### src/rtl/pdm_pcm_packer_if.sv
// Word stream from the PCM packer to the uDMA RX channel (valid/ready).
interface pdm_pcm_packer_if;
  logic [31:0] data;
  logic [1:0]  ch;
  logic        valid;
  logic        ready;

  modport master (output data, ch, valid, input ready);
  modport slave  (input data, ch, valid, output ready);
endinterface

### src/rtl/pdm_pcm_packer.sv
// Tags channel-interleaved PCM samples, optionally packs sample pairs into
// 32-bit words and buffers them in a FWFT FIFO toward the uDMA.
module pdm_pcm_packer #(
  parameter  int FIFO_DEPTH = 4,
  localparam int LOG_DEPTH  = $clog2(FIFO_DEPTH)
) (
  input  logic                 clk_i,
  input  logic                 rst_i,
  input  logic                 cfg_en_i,
  input  logic [1:0]           cfg_ch_num_i,
  input  logic                 cfg_pack_i,
  input  logic                 cfg_clr_i,
  input  logic [15:0]          pcm_data_i,
  input  logic                 pcm_data_valid_i,
  pdm_pcm_packer_if.master     rx,
  output logic                 overflow_o,
  output logic [LOG_DEPTH:0]   level_o
);

  localparam logic [LOG_DEPTH:0] FULL_LVL = (LOG_DEPTH + 1)'(FIFO_DEPTH);

  function automatic logic [31:0] sext16(input logic signed [15:0] s);
    return 32'(s);
  endfunction

  logic [1:0]           ch_cnt_q, ch_cnt_d, ch_last;
  logic                 phase_q, phase_d;
  logic [15:0]          hold_q;
  logic [1:0]           hold_ch_q;
  logic [LOG_DEPTH-1:0] wr_ptr_q, wr_ptr_d, rd_ptr_q, rd_ptr_d;
  logic [LOG_DEPTH:0]   level_q, level_d;
  logic                 ovf_q, ovf_d;
  logic [31:0]          mem_data_q [FIFO_DEPTH];
  logic [1:0]           mem_ch_q   [FIFO_DEPTH];

  logic        smp, push, pop, full, accept, drop, valid;
  logic [31:0] push_data;
  logic [1:0]  push_ch;

  always_comb begin
    ch_last   = (cfg_ch_num_i == 2'd2) ? 2'd3 : cfg_ch_num_i;
    smp       = cfg_en_i & pcm_data_valid_i;
    push      = smp & (~cfg_pack_i | phase_q);
    push_data = cfg_pack_i ? {pcm_data_i, hold_q} : sext16(pcm_data_i);
    push_ch   = cfg_pack_i ? hold_ch_q : ch_cnt_q;
    valid     = cfg_en_i & (level_q != '0);
    pop       = valid & rx.ready;
    full      = (level_q == FULL_LVL);
    // A full FIFO still takes a word when a slot frees up in the same cycle
    accept    = push & (~full | pop);
    drop      = push & full & ~pop;

    ch_cnt_d = ch_cnt_q;
    phase_d  = phase_q;
    if (smp) begin
      ch_cnt_d = (ch_cnt_q == ch_last) ? 2'd0 : ch_cnt_q + 2'd1;
      // Pairing restarts on channel wrap, except in 1-channel mode
      phase_d  = ~phase_q & ((ch_cnt_d != 2'd0) | (ch_last == 2'd0));
    end

    wr_ptr_d = accept ? wr_ptr_q + 1'b1 : wr_ptr_q;
    rd_ptr_d = pop    ? rd_ptr_q + 1'b1 : rd_ptr_q;
    level_d  = level_q;
    if (accept & ~pop)      level_d = level_q + 1'b1;
    else if (~accept & pop) level_d = level_q - 1'b1;
    ovf_d = drop | (ovf_q & ~cfg_clr_i);

    if (!cfg_en_i) begin
      ch_cnt_d = '0;
      phase_d  = 1'b0;
      wr_ptr_d = '0;
      rd_ptr_d = '0;
      level_d  = '0;
    end
  end

  always_ff @(posedge clk_i or posedge rst_i) begin
    if (rst_i) begin
      ch_cnt_q <= '0;
      phase_q  <= 1'b0;
      wr_ptr_q <= '0;
      rd_ptr_q <= '0;
      level_q  <= '0;
      ovf_q    <= 1'b0;
    end else begin
      ch_cnt_q <= ch_cnt_d;
      phase_q  <= phase_d;
      wr_ptr_q <= wr_ptr_d;
      rd_ptr_q <= rd_ptr_d;
      level_q  <= level_d;
      ovf_q    <= ovf_d;
    end
  end

  always_ff @(posedge clk_i) begin
    if (accept) begin
      mem_data_q[wr_ptr_q] <= push_data;
      mem_ch_q[wr_ptr_q]   <= push_ch;
    end
    if (smp & cfg_pack_i & ~phase_q) begin
      hold_q    <= pcm_data_i;
      hold_ch_q <= ch_cnt_q;
    end
  end

  assign rx.valid   = valid;
  assign rx.data    = valid ? mem_data_q[rd_ptr_q] : '0;
  assign rx.ch      = valid ? mem_ch_q[rd_ptr_q]   : '0;
  assign overflow_o = ovf_q;
  assign level_o    = cfg_en_i ? level_q : '0;

endmodule

### src/flat_wrapper.sv
// flat-port wrapper written by rule: the top's interface ports become plain ports
module pdm_pcm_packer_flat 
#(
  parameter  int FIFO_DEPTH = 4,
  localparam int LOG_DEPTH  = $clog2(FIFO_DEPTH)
)
  (clk_i, rst_i, cfg_en_i, cfg_ch_num_i, cfg_pack_i, cfg_clr_i, pcm_data_i, pcm_data_valid_i, overflow_o, level_o, rx_data, rx_ch, rx_valid, rx_ready);
  pdm_pcm_packer_if rx_i ();
  input  logic clk_i;
  input  logic rst_i;
  input  logic cfg_en_i;
  input  logic [1:0] cfg_ch_num_i;
  input  logic cfg_pack_i;
  input  logic cfg_clr_i;
  input  logic [15:0] pcm_data_i;
  input  logic pcm_data_valid_i;
  output logic overflow_o;
  output logic [LOG_DEPTH:0] level_o;
  output wire logic [$bits(rx_i.data)-1:0] rx_data;
  output wire logic [$bits(rx_i.ch)-1:0] rx_ch;
  output wire logic [$bits(rx_i.valid)-1:0] rx_valid;
  input wire logic [$bits(rx_i.ready)-1:0] rx_ready;
  assign rx_data = rx_i.data;
  assign rx_ch = rx_i.ch;
  assign rx_valid = rx_i.valid;
  assign rx_i.ready = rx_ready;
  pdm_pcm_packer #(.FIFO_DEPTH(FIFO_DEPTH)) u_core (.clk_i(clk_i), .rst_i(rst_i), .cfg_en_i(cfg_en_i), .cfg_ch_num_i(cfg_ch_num_i), .cfg_pack_i(cfg_pack_i), .cfg_clr_i(cfg_clr_i), .pcm_data_i(pcm_data_i), .pcm_data_valid_i(pcm_data_valid_i), .rx(rx_i), .overflow_o(overflow_o), .level_o(level_o));
endmodule
### config.mk
export PLATFORM = sky130hd
export DESIGN_NAME = pdm_pcm_packer_flat
export DESIGN_NICKNAME = d
export VERILOG_FILES = /design/src/rtl/pdm_pcm_packer_if.sv /design/src/rtl/pdm_pcm_packer.sv /design/src/flat_wrapper.sv
export SDC_FILE = /design/constraint.sdc
export NUM_CORES = 1
export LEC_CHECK = 0
export CAP_MARGIN = 10
export CELL_PAD_IN_SITES_DETAIL_PLACEMENT = 0
export CELL_PAD_IN_SITES_GLOBAL_PLACEMENT = 1
export CORE_MARGIN = 2
export CORE_UTILIZATION = 45
export CTS_BUF_LIST = sky130_fd_sc_hd__clkbuf_2 sky130_fd_sc_hd__clkbuf_4 sky130_fd_sc_hd__clkbuf_8
export DETAILED_ROUTE_END_ITERATION = 16
export PLACE_DENSITY = 0.76
export SLEW_MARGIN = 0
export SYNTH_ARGS = -nofsm -noshare
export SYNTH_HDL_FRONTEND = slang
export SYNTH_SLANG_ARGS = --single-unit
### constraint.sdc
create_clock -name clk_i -period 6.7 [get_ports clk_i]
set_clock_uncertainty 0.05 [all_clocks]
set_input_delay 1.34 -clock clk_i [delete_from_list [all_inputs] [get_ports clk_i]]
set_output_delay 1.34 -clock clk_i [all_outputs]
set_load 0.05 [all_outputs]
==> summary.md, run 1 <==
| Metric | Value |
|---|---|
| Tcrit/Tclk final | `roughly 70%` |
| Synth Instances | `between 300 and 400` |
| Fillers | `1219` |
| Overall Power | `~2.5 mW` |
| Area after DPL | `7660 um^2` |
| First-pass GRT wire length | `20900 um` |
| Core area | `15100 um^2` |
| Starting density of the core | `45.6%` |
| Hold Crit Class | `reg -> reg` |
| Vias in the first global route | `3715` |
| DP HPWL | `8100 um` |
| Commonest non-fill, non-tap cells in the layout | `edfxtp_1, clkdlybuf4s50_1, nand2_1, mux4_2, and3_1` |
| Gr ovfl total | `0` |
| CTS tree | `built` |
| Sequential share of power | `48.4%` |
| Post-Synthesis Net Count | `between 400 and 500` |
| Worst Tran Pin Value | `998 ps` |
| Async S/R FF share, synth | `under 10%` |
| Clock power frac | `29.8%` |
| Max-slew violation count | `0` |
| Setup crit end kind | `output pin` |
| Share of post-route cells with drive strength above 1 | `21.2%` |
| Finished Layout Cells | `roughly 660` |
| Sequential share of the synthesized area | `71.2%` |
| Routed vias | `3644` |
| Port bufs | `63` |
| Hold depth | `2` |
| Final hold slack | `449 ps` |
| Nets | `484` |
| Num CTS Buffers | `17` |
| Worst R2R End | `u_core.level_q[2]` |
| Slew headroom | `33.4%` |
| R2R Path Start | `u_core.level_q[0]` |
| Top-Level Pins | `64` |
| Largest net degree at the start of global routing | `46` |
| Sw Ratio | `29.3%` |
| Most common cell after layout, fill and taps aside | `edfxtp_1` |
| Clock latency on the worst-skew pair | `450 ps` |
| Status | `finished, final reports clean` |
| Vias per Instance | `5.56` |
| Worst Reg2Reg Path Length in Cells | `6` |
| # H-tree levels | `4` |
| RSZ-0062 raised after global routing | `no` |
| Placed instance count | `623` |
| Post-synthesis cell type count | `42` |
| Count of final setup violators | `0` |
| TNS Setup | `0 ps` |
| P_leak | `2.80 nW` |
| GRT Util Overall | `17.5%` |
| Post-cts hold buffer count | `0` |
| Die area | `16300 um^2` |
| Worst Hold Launch | `u_core.overflow_o` |
| Mapped Area | `slightly below 7000 um^2` |
| Post-synth EDFFs | `154` |
| Min-Delay Endpoint | `u_core.overflow_o` |
| Clock tree sinks | `165` |
| Logic pwr share | `21.7%` |
| Clock tree root buffer cell | `clkbuf_8` |
| Drt first pass iters | `4` |
| Post-Route WL | `13600 um` |
| Placement Rows | `45` |
| Die Y | `128 um` |
| Mean Syn Cell Area | `17.7 um^2` |
| CP Launch Type | `input pin` |
| Die W | `~130 um` |
| P&R area growth vs syn | `17.4%` |
| Internal Pwr Total | `~1.8 mW` |
| Clk slew on worst S/H paths | `90 ps` |
| Yosys warning count | `0` |
| Cell Pwr Density | `about 310 nW/um^2` |
| Post-cts gate resize count | `0` |
| Starting DRC count in detailed routing | `304` |
| Max cap viols | `0` |
| Data arrival, critical path | `3320 ps` |
| DR WL/cell | `a little over 20 um` |
| Post-CTS Setup Repair Bufs | `0` |
| Peak supply drop | `around 160 uV` |
| CP required | `5310 ps` |
| DRC | `0` |
| Worst-path fanout max | `45` |
| Initial antenna violation count | `0` |
| Setup Crit Path Kind | `in -> out` |
| Final min period | `around 4700 ps` |
| Fmax | `212 MHz` |
| Design area | `just over 8000 um^2` |
| Flop-to-flop setup slack | `4370 ps` |
| ANT cells | `0` |
| Fin. Hold Viols | `0` |
| RePlAce Congestion | `between 0.7 and 0.8` |
| ANT nets after route | `0` |
| CTS Buffer Depth | `2` |
| Switching power total | `0.726 mW` |
| Count of state elements after synthesis | `between 150 and 200` |
| Top FF cell, synth | `edfxtp_1` |
[final cells by class]
type / count / area (um^2) / share of cell area, %
tap: 188 / 235 / 2.91
inverter: 9 / 33.8 / 0.418
sequential: 165 / 4900 / 60.7
timing repair buffer: 72 / 698 / 8.65
clock inverter: 15 / 178 / 2.20
clock buffer: 17 / 234 / 2.90
multi-input combinational: 189 / 1790 / 22.2
[registers in the layout, indices dropped and copies added (netlist names)]
name	flops
u_core.rd_ptr_q	2
u_core.wr_ptr_q	2
u_core.level_q	3
u_core.mem_data_q	128
u_core.mem_ch_q	8
u_core.hold_q	16
u_core.phase_q	1
u_core.ch_cnt_q	2
u_core.hold_ch_q	2
u_core.overflow_o	1
[critical path, stage by stage]
cell and delay (ps):
clkdlybuf4s50_1 490, buf_4 390, and3_1 270, clkdlybuf4s50_1 820
[cells in the mapped netlist (2+ instances only)]
cell      instances  area [um^2]
nor2_1            8         30.0
dfrtp_1          11          275
edfxtp_1        154         4620
o211ai_1          2         15.0
o21ai_0           2         10.0
mux2_2           19          214
buf_2            10         50.1
nand3b_1          2         15.0
nor4_1            3         18.8
inv_1             8         30.0
a31oi_1           3         18.8
nand2_1          43          161
xor2_1            3         26.3
clkbuf_1         10         37.5
nand2b_1          3         18.8
buf_6             5         56.3
a21oi_1           3         15.0
mux2i_1           2         20.0
mux4_2           34          766
and3_1           34          213
and2_1            6         37.5
ha_1              4         50.1
[how the worst max path moves through the flow]
stage | from | endpoint | slack, ps | cells after the start
2_1_floorplan | cfg_en_i | level_o[0] | 2890 | 3
3_3_place_gp | cfg_en_i | rx_data[31] | 2000 | 4
3_5_place_dp | cfg_en_i | rx_data[31] | 1980 | 4
4_1_cts | u_core.rd_ptr_q[0] | rx_data[7] | 1950 | 4
5_1_grt | u_core.rd_ptr_q[0] | rx_data[2] | 1850 | 4
6_report | cfg_en_i | rx_data[4] | 1990 | 4
[layer usage]
metal	vias up	share of wire [%]	global-route usage [%]
met2	93	50	28.7
met5	-	0	0
li1	1646	-	-
met1	1889	44	23.1
met3	16	4.1	3.39
met4	0	1.7	7.43
[stage by stage]
stage	setup WS (ps)	util, %
2_1_floorplan	2890	-
3_3_place_gp	2000	50.8
3_5_place_dp	1980	50.8
4_1_cts	1950	53.5
5_1_grt	1850	53.5
6_report	1990	53.5
[power groups by stage]
stage	Clock (mW)	Sequential (mW)	Combinational [mW]
floorplan	0	1.20	0.417
global placement	0	1.23	0.539
detailed placement	0	1.23	0.544
CTS	0.754	1.21	0.547
global route	0.791	1.21	0.574
finish	0.741	1.20	0.540
[logic make-up after synthesis]
family / after synthesis / synth area share [%]
compound gates: 16 / 1.71
xor+xnor: 4 / 0.509
fa+ha+maj: 5 / 1.02
buf+inv: 35 / 2.69
flops: 165 / 71.2
mux: 55 / 14.5
simple gates: 109 / 8.31
Note: power is estimated with default switching activity, not from simulation.
==> inputs of run 2 (changes only) <==
==> constraint.sdc (replaced) <==
create_clock -name clk_i -period 4.5 [get_ports clk_i]
set_clock_uncertainty 0.05 [all_clocks]
set_input_delay 0.9 -clock clk_i [delete_from_list [all_inputs] [get_ports clk_i]]
set_output_delay 0.9 -clock clk_i [all_outputs]
set_load 0.05 [all_outputs]
==> run 2 against run 1 <==
  * Non-clock buffer count up 4
  * Register-to-register slack got worse by 2200 ps
  * Global-route usage increased by 0.12 points
  * Count of clock-buffer cells in the layout unchanged
  * Clock power rose by 26%
  * Via count is 0.30% higher
  * Routed wire length barely moved
  * Critical path depth unchanged
  * Sequential share of layout area increased by 0.86 points
==> summary.md, run 2 (synthesis results as in run 1) <==
| Metric | Value |
|---|---|
| Status | `finished, final reports clean` |
| Post-cts hold buffer count | `0` |
| Setup Crit Path Kind | `reg -> out` |
| Die area | `16300 um^2` |
| Clock power frac | `a little over a quarter` |
| Nets | `488` |
| Cell Pwr Density | `442 nW/um^2` |
| Core area | `15100 um^2` |
| Data arrival, critical path | `2450 ps` |
| Post-Route WL | `13600 um` |
| Fin. Hold Viols | `0` |
| Hold Crit Class | `reg -> reg` |
| Clk slew on worst S/H paths | `about 80 ps` |
| Max-slew violation count | `0` |
| CP required | `3550 ps` |
| Placement Rows | `between 40 and 50` |
| Peak supply drop | `234 uV` |
| Port bufs | `63` |
| ANT cells | `0` |
| Logic pwr share | `22.8%` |
| Top-Level Pins | `64` |
| R2R Path Start | `u_core.level_q[0]` |
| # H-tree levels | `4` |
| RePlAce Congestion | `0.786` |
| CTS tree | `built` |
| TNS Setup | `0 ps` |
| Sequential share of power | `50.7%` |
| Flop-to-flop setup slack | `roughly 2200 ps` |
| Die W | `approximately 130 um` |
| Worst Tran Pin Value | `620 ps` |
| Internal Pwr Total | `2.43 mW` |
| Worst-path fanout max | `21` |
| First-pass GRT wire length | `21000 um` |
| Max reg flops | `128` |
| GRT Util Overall | `17.6%` |
| Clock tree root buffer cell | `clkbuf_8` |
| ANT nets after route | `0` |
| Worst Reg2Reg Path Length in Cells | `7` |
| DR WL/cell | `20.6 um` |
| Fmax | `294 MHz` |
| Post-cts gate resize count | `0` |
| Worst R2R End | `u_core.level_q[2]` |
| Gr ovfl total | `0` |
| DP HPWL | `8450 um` |
| Biggest register | `u_core.mem_data_q` |
| Finished Layout Cells | `658` |
| Count of final setup violators | `0` |
| CP Launch Type | `flip-flop` |
| Clock latency on the worst-skew pair | `460 ps` |
| Crit path to | `rx_data[17]` |
| P_leak | `approximately 2.9 nW` |
| Drt first pass iters | `4` |
| Vias per Instance | `5.55` |
| Routed vias | `3655` |
| Vias in the first global route | `between 3000 and 4000` |
| Slew headroom | `about three fifths` |
| Commonest non-fill, non-tap cells in the layout | `edfxtp_1, buf_4, nand2_1, mux4_2, and3_1` |
| CTS Buffer Depth | `2` |
| Starting DRC count in detailed routing | `about 280` |
| Max cap viols | `0` |
| Num CTS Buffers | `17` |
| P&R area growth vs syn | `15.7%` |
| Share of post-route cells with drive strength above 1 | `slightly below 30%` |
| DRC | `0` |
| Post-CTS Setup Repair Bufs | `0` |
| Origin of the worst setup path | `u_core.rd_ptr_q[0]` |
| Switching power total | `1.09 mW` |
| Final min period | `3400 ps` |
| Setup crit end kind | `output pin` |
| Die Y | `approximately 130 um` |
| Sw Ratio | `30.9%` |
| Most common cell after layout, fill and taps aside | `edfxtp_1` |
| Placed instance count | `627` |
| Largest net degree at the start of global routing | `37` |
| Tcrit/Tclk final | `about 76%` |
| Biggest regs | `u_core.mem_data_q (128), u_core.hold_q (16), u_core.mem_ch_q (8)` |
| Starting density of the core | `45.6%` |
| Clock tree sinks | `165` |
| RSZ-0062 raised after global routing | `no` |
| Initial antenna violation count | `0` |
[run 2: metrics by stage]
| stage | hold slack, ps | utilization [%] | power [mW] | area, um^2 | setup WS (ps) |
|---|---|---|---|---|---|
| after floorplan | 437 | - | 2.40 | 6880 | 1570 |
| final | 441 | 52.8 | 3.52 | 7960 | 1100 |
| after detailed placement | 432 | 50.5 | 2.63 | 7620 | 1070 |
| after global routing | 484 | 52.8 | 3.65 | 7960 | 941 |
| after CTS | 454 | 52.8 | 3.55 | 7960 | 1010 |
| after global placement | 442 | 50.5 | 2.62 | 7620 | 1100 |
[run 2: area by class of cell]
type	count	area (um^2)
Inverter	9	33.8
Clock buffer	17	234
Tap cell	188	235
Fill cell	1251	7130
Sequential cell	165	4900
Clock inverter	14	105
Multi-Input combinational cell	189	1790
Timing Repair Buffer	76	658
[run 2: worst min path at each step]
stage / from / to / slack [ps] / cells after the start
floorplan: u_core.ch_cnt_q[0] / u_core.hold_ch_q[0] / 440 / 0
CTS: u_core.overflow_o / u_core.overflow_o / 450 / 2
detailed placement: u_core.overflow_o / u_core.overflow_o / 430 / 2
global route: u_core.overflow_o / u_core.overflow_o / 480 / 2
global placement: u_core.overflow_o / u_core.overflow_o / 440 / 2
finish: u_core.overflow_o / u_core.overflow_o / 440 / 2
[run 2: power groups by stage]
| stage | clock network [mW] | registers, mW | logic [mW] |
|---|---|---|---|
| final | 0.933 | 1.78 | 0.803 |
| after global routing | 1.00 | 1.79 | 0.854 |
| after CTS | 0.951 | 1.78 | 0.811 |
| after detailed placement | 0 | 1.82 | 0.808 |
| after global placement | 0 | 1.82 | 0.803 |
| after floorplan | 0 | 1.78 | 0.621 |
[run 2: per-layer routing]
layer	GRT usage, %	up-vias	wire length [um]
li1	-	1653	-
met1	24.8	1895	6210
met2	27.5	95	6650
met3	3.60	12	514
met4	6.59	0	181
met5	0	-	0
[run 2: critical path: stages, from the launching register on]
cell	delay [ps]
dfrtp_2	740
buf_12	290
mux4_2	560
and3_1	200
buf_4	180
==> inputs of run 3 (changes only) <==
--- a/config.mk
+++ b/config.mk
@@ -12,7 +12,7 @@
 export CORE_UTILIZATION = 45
 export CTS_BUF_LIST = sky130_fd_sc_hd__clkbuf_2 sky130_fd_sc_hd__clkbuf_4 sky130_fd_sc_hd__clkbuf_8
 export DETAILED_ROUTE_END_ITERATION = 16
-export PLACE_DENSITY = 0.76
+export PLACE_DENSITY = 0.79
 export SLEW_MARGIN = 0
 export SYNTH_ARGS = -nofsm -noshare
 export SYNTH_HDL_FRONTEND = slang
==> constraint.sdc (replaced) <==
create_clock -name clk_i -period 3 [get_ports clk_i]
set_clock_uncertainty 0.05 [all_clocks]
set_input_delay 0.6 -clock clk_i [delete_from_list [all_inputs] [get_ports clk_i]]
set_output_delay 0.6 -clock clk_i [all_outputs]
set_load 0.05 [all_outputs]
==> run 3 against run 2 <==
  * Sequential share of layout area shrank 4.4 points
  * Combinational power grew 88%
  * Flip-flop and latch count is the same
  * First-iteration DRC count grew 19%
  * Routed wire length shrank 0.84%
  * Critical path depth is the same
  * Count of clock-buffer cells in the layout is the same
  * Utilization grew 4.0 points
  * Via count grew 1.9%
  * Sequential power grew 48%
  * Hold slack lost 33 ps
  * Critical endpoint is now rx_data[2]
  * Largest power group unchanged
==> summary.md, run 3 (synthesis results as in run 1) <==
| Metric | Value |
|---|---|
| Biggest regs | `u_core.mem_data_q (128), u_core.hold_q (16), u_core.mem_ch_q (8)` |
| Biggest register | `u_core.mem_data_q` |
| DP HPWL | `8360 um` |
| Origin of the worst setup path | `u_core.rd_ptr_q[0]` |
| Worst-path fanout max | `12` |
| Worst R2R End | `u_core.level_q[2]` |
| ANT cells | `0` |
| Data arrival, critical path | `about 2100 ps` |
| R2R Path Start | `u_core.level_q[0]` |
| Post-Route WL | `13400 um` |
| Hold Crit Class | `in -> async` |
| Drt first pass iters | `5` |
| Tcrit/Tclk final | `90.9%` |
| Clock latency on the worst-skew pair | `440 ps` |
| Routed vias | `3725` |
| Core area | `15100 um^2` |
| Largest net degree at the start of global routing | `38` |
| Post-cts hold buffer count | `0` |
| Internal Pwr Total | `4.04 mW` |
| # H-tree levels | `4` |
| DRC | `0` |
| Nets | `494` |
| Overall Power | `5.71 mW` |
| P_leak | `3.02 nW` |
| Placement Rows | `45` |
| Peak supply drop | `300 uV` |
| Fillers | `1136` |
| Clk slew on worst S/H paths | `90 ps` |
| Die area | `16300 um^2` |
| Die Y | `128 um` |
| Post-CTS Setup Repair Bufs | `0` |
| Switching power total | `1.67 mW` |
| Clock tree root buffer cell | `clkbuf_8` |
| CP required | `between 2000 and 2500 ps` |
| Storage cell area | `4900 um^2` |
| Final min period | `2730 ps` |
| Clock power frac | `27.4%` |
| Vias per Instance | `5.60` |
| Status | `finished, final reports clean` |
| GRT Util Overall | `between 10% and 20%` |
| Cell Pwr Density | `approximately 670 nW/um^2` |
| CTS tree | `built` |
| RSZ-0062 raised after global routing | `no` |
| RePlAce Congestion | `0.808` |
| Post-cts gate resize count | `0` |
| Crit path to | `rx_data[2]` |
| Vias in the first global route | `3783` |
| Finished Layout Cells | `around 670` |
| CP Launch Type | `flip-flop` |
| CTS Buffer Depth | `2` |
| Fmax | `367 MHz` |
| Setup Crit Path Kind | `reg -> out` |
| Clock tree sinks | `165` |
| Initial antenna violation count | `0` |
| TNS Setup | `0 ps` |
| Sequential share of power | `a little under half` |
| Starting density of the core | `around 46%` |
| Flop-to-flop setup slack | `650 ps` |
| Slew headroom | `67.0%` |
| Fin. Hold Viols | `0` |
| Die W | `128 um` |
| ANT nets after route | `0` |
| Worst Reg2Reg Path Length in Cells | `7` |
| Logic pwr share | `26.4%` |
| Share of post-route cells with drive strength above 1 | `30.4%` |
| Starting DRC count in detailed routing | `roughly 330` |
| Count of final setup violators | `0` |
| Worst Tran Pin Value | `494 ps` |
| Commonest non-fill, non-tap cells in the layout | `edfxtp_1, nand2_1, buf_12, mux4_2, and3_1` |
| Setup crit end kind | `output pin` |
| First-pass GRT wire length | `21200 um` |
| Port bufs | `63` |
| Multi-input gate area | `~1800 um^2` |
| P&R area growth vs syn | `24.5%` |
| Most common cell after layout, fill and taps aside | `edfxtp_1` |
| Placed instance count | `633` |
| Max cap viols | `0` |
| Top-Level Pins | `64` |
| Max reg flops | `128` |
| Num CTS Buffers | `17` |
| DR WL/cell | `about 20 um` |
| Sw Ratio | `29.2%` |
| Gr ovfl total | `0` |
| Max-slew violation count | `0` |
-- run 3: cell types whose count changed in the layout (fill, tap and decap cells not counted) --
cell       change
buf_12        +41
buf_4         -35
clkinv_4       -3
bufinv_16      +2
clkinv_2       +1
inv_6          +1
-- run 3: layer usage --
layer | wire, um | global-route usage (%)
met4 | 236 | 6.21
met5 | 0 | 0
met3 | 674 | 3.89
met1 | 5930 | 24.7
met2 | 6600 | 26.7
-- run 3: layout make-up --
type	instances	share of cell area, %
clock buffers	17	2.73
inverters	9	0.394
repair buffers	82	14.2
multi-input cells	189	20.9
clock inverters	15	1.78
flip-flops and latches	165	57.2
well taps	188	2.75
-- run 3: through the flow --
step	setup WS (ps)	area [um^2]	util, %	hold slack (ps)
floorplan	431	6880	-	402
global placement	373	8180	54.2	433
detailed placement	296	8180	54.2	427
CTS	227	8570	56.8	411
global route	166	8570	56.8	440
finish	274	8570	56.8	408
-- run 3: worst min-delay path by stage --
stage	endpoint	start	slack, ps
finish	u_core.level_q[0]	rst_i	410
global route	u_core.level_q[2]	rst_i	440
CTS	u_core.wr_ptr_q[0]	rst_i	410
detailed placement	u_core.overflow_o	u_core.overflow_o	430
global placement	u_core.overflow_o	u_core.overflow_o	430
floorplan	u_core.ch_cnt_q[0]	rst_i	400
-- run 3: power by group through the flow --
stage | Combinational, mW | Clock, mW | Sequential, mW
floorplan | 0.931 | 0 | 2.68
global placement | 1.51 | 0 | 2.69
detailed placement | 1.52 | 0 | 2.69
CTS | 1.53 | 1.59 | 2.64
global route | 1.60 | 1.69 | 2.65
finish | 1.51 | 1.56 | 2.64
-- run 3: critical path: stages, from the launching register on --
cell and delay [ps]:
dfrtp_2 390, buf_4 270, mux4_2 570, and3_1 230
buf_12 150
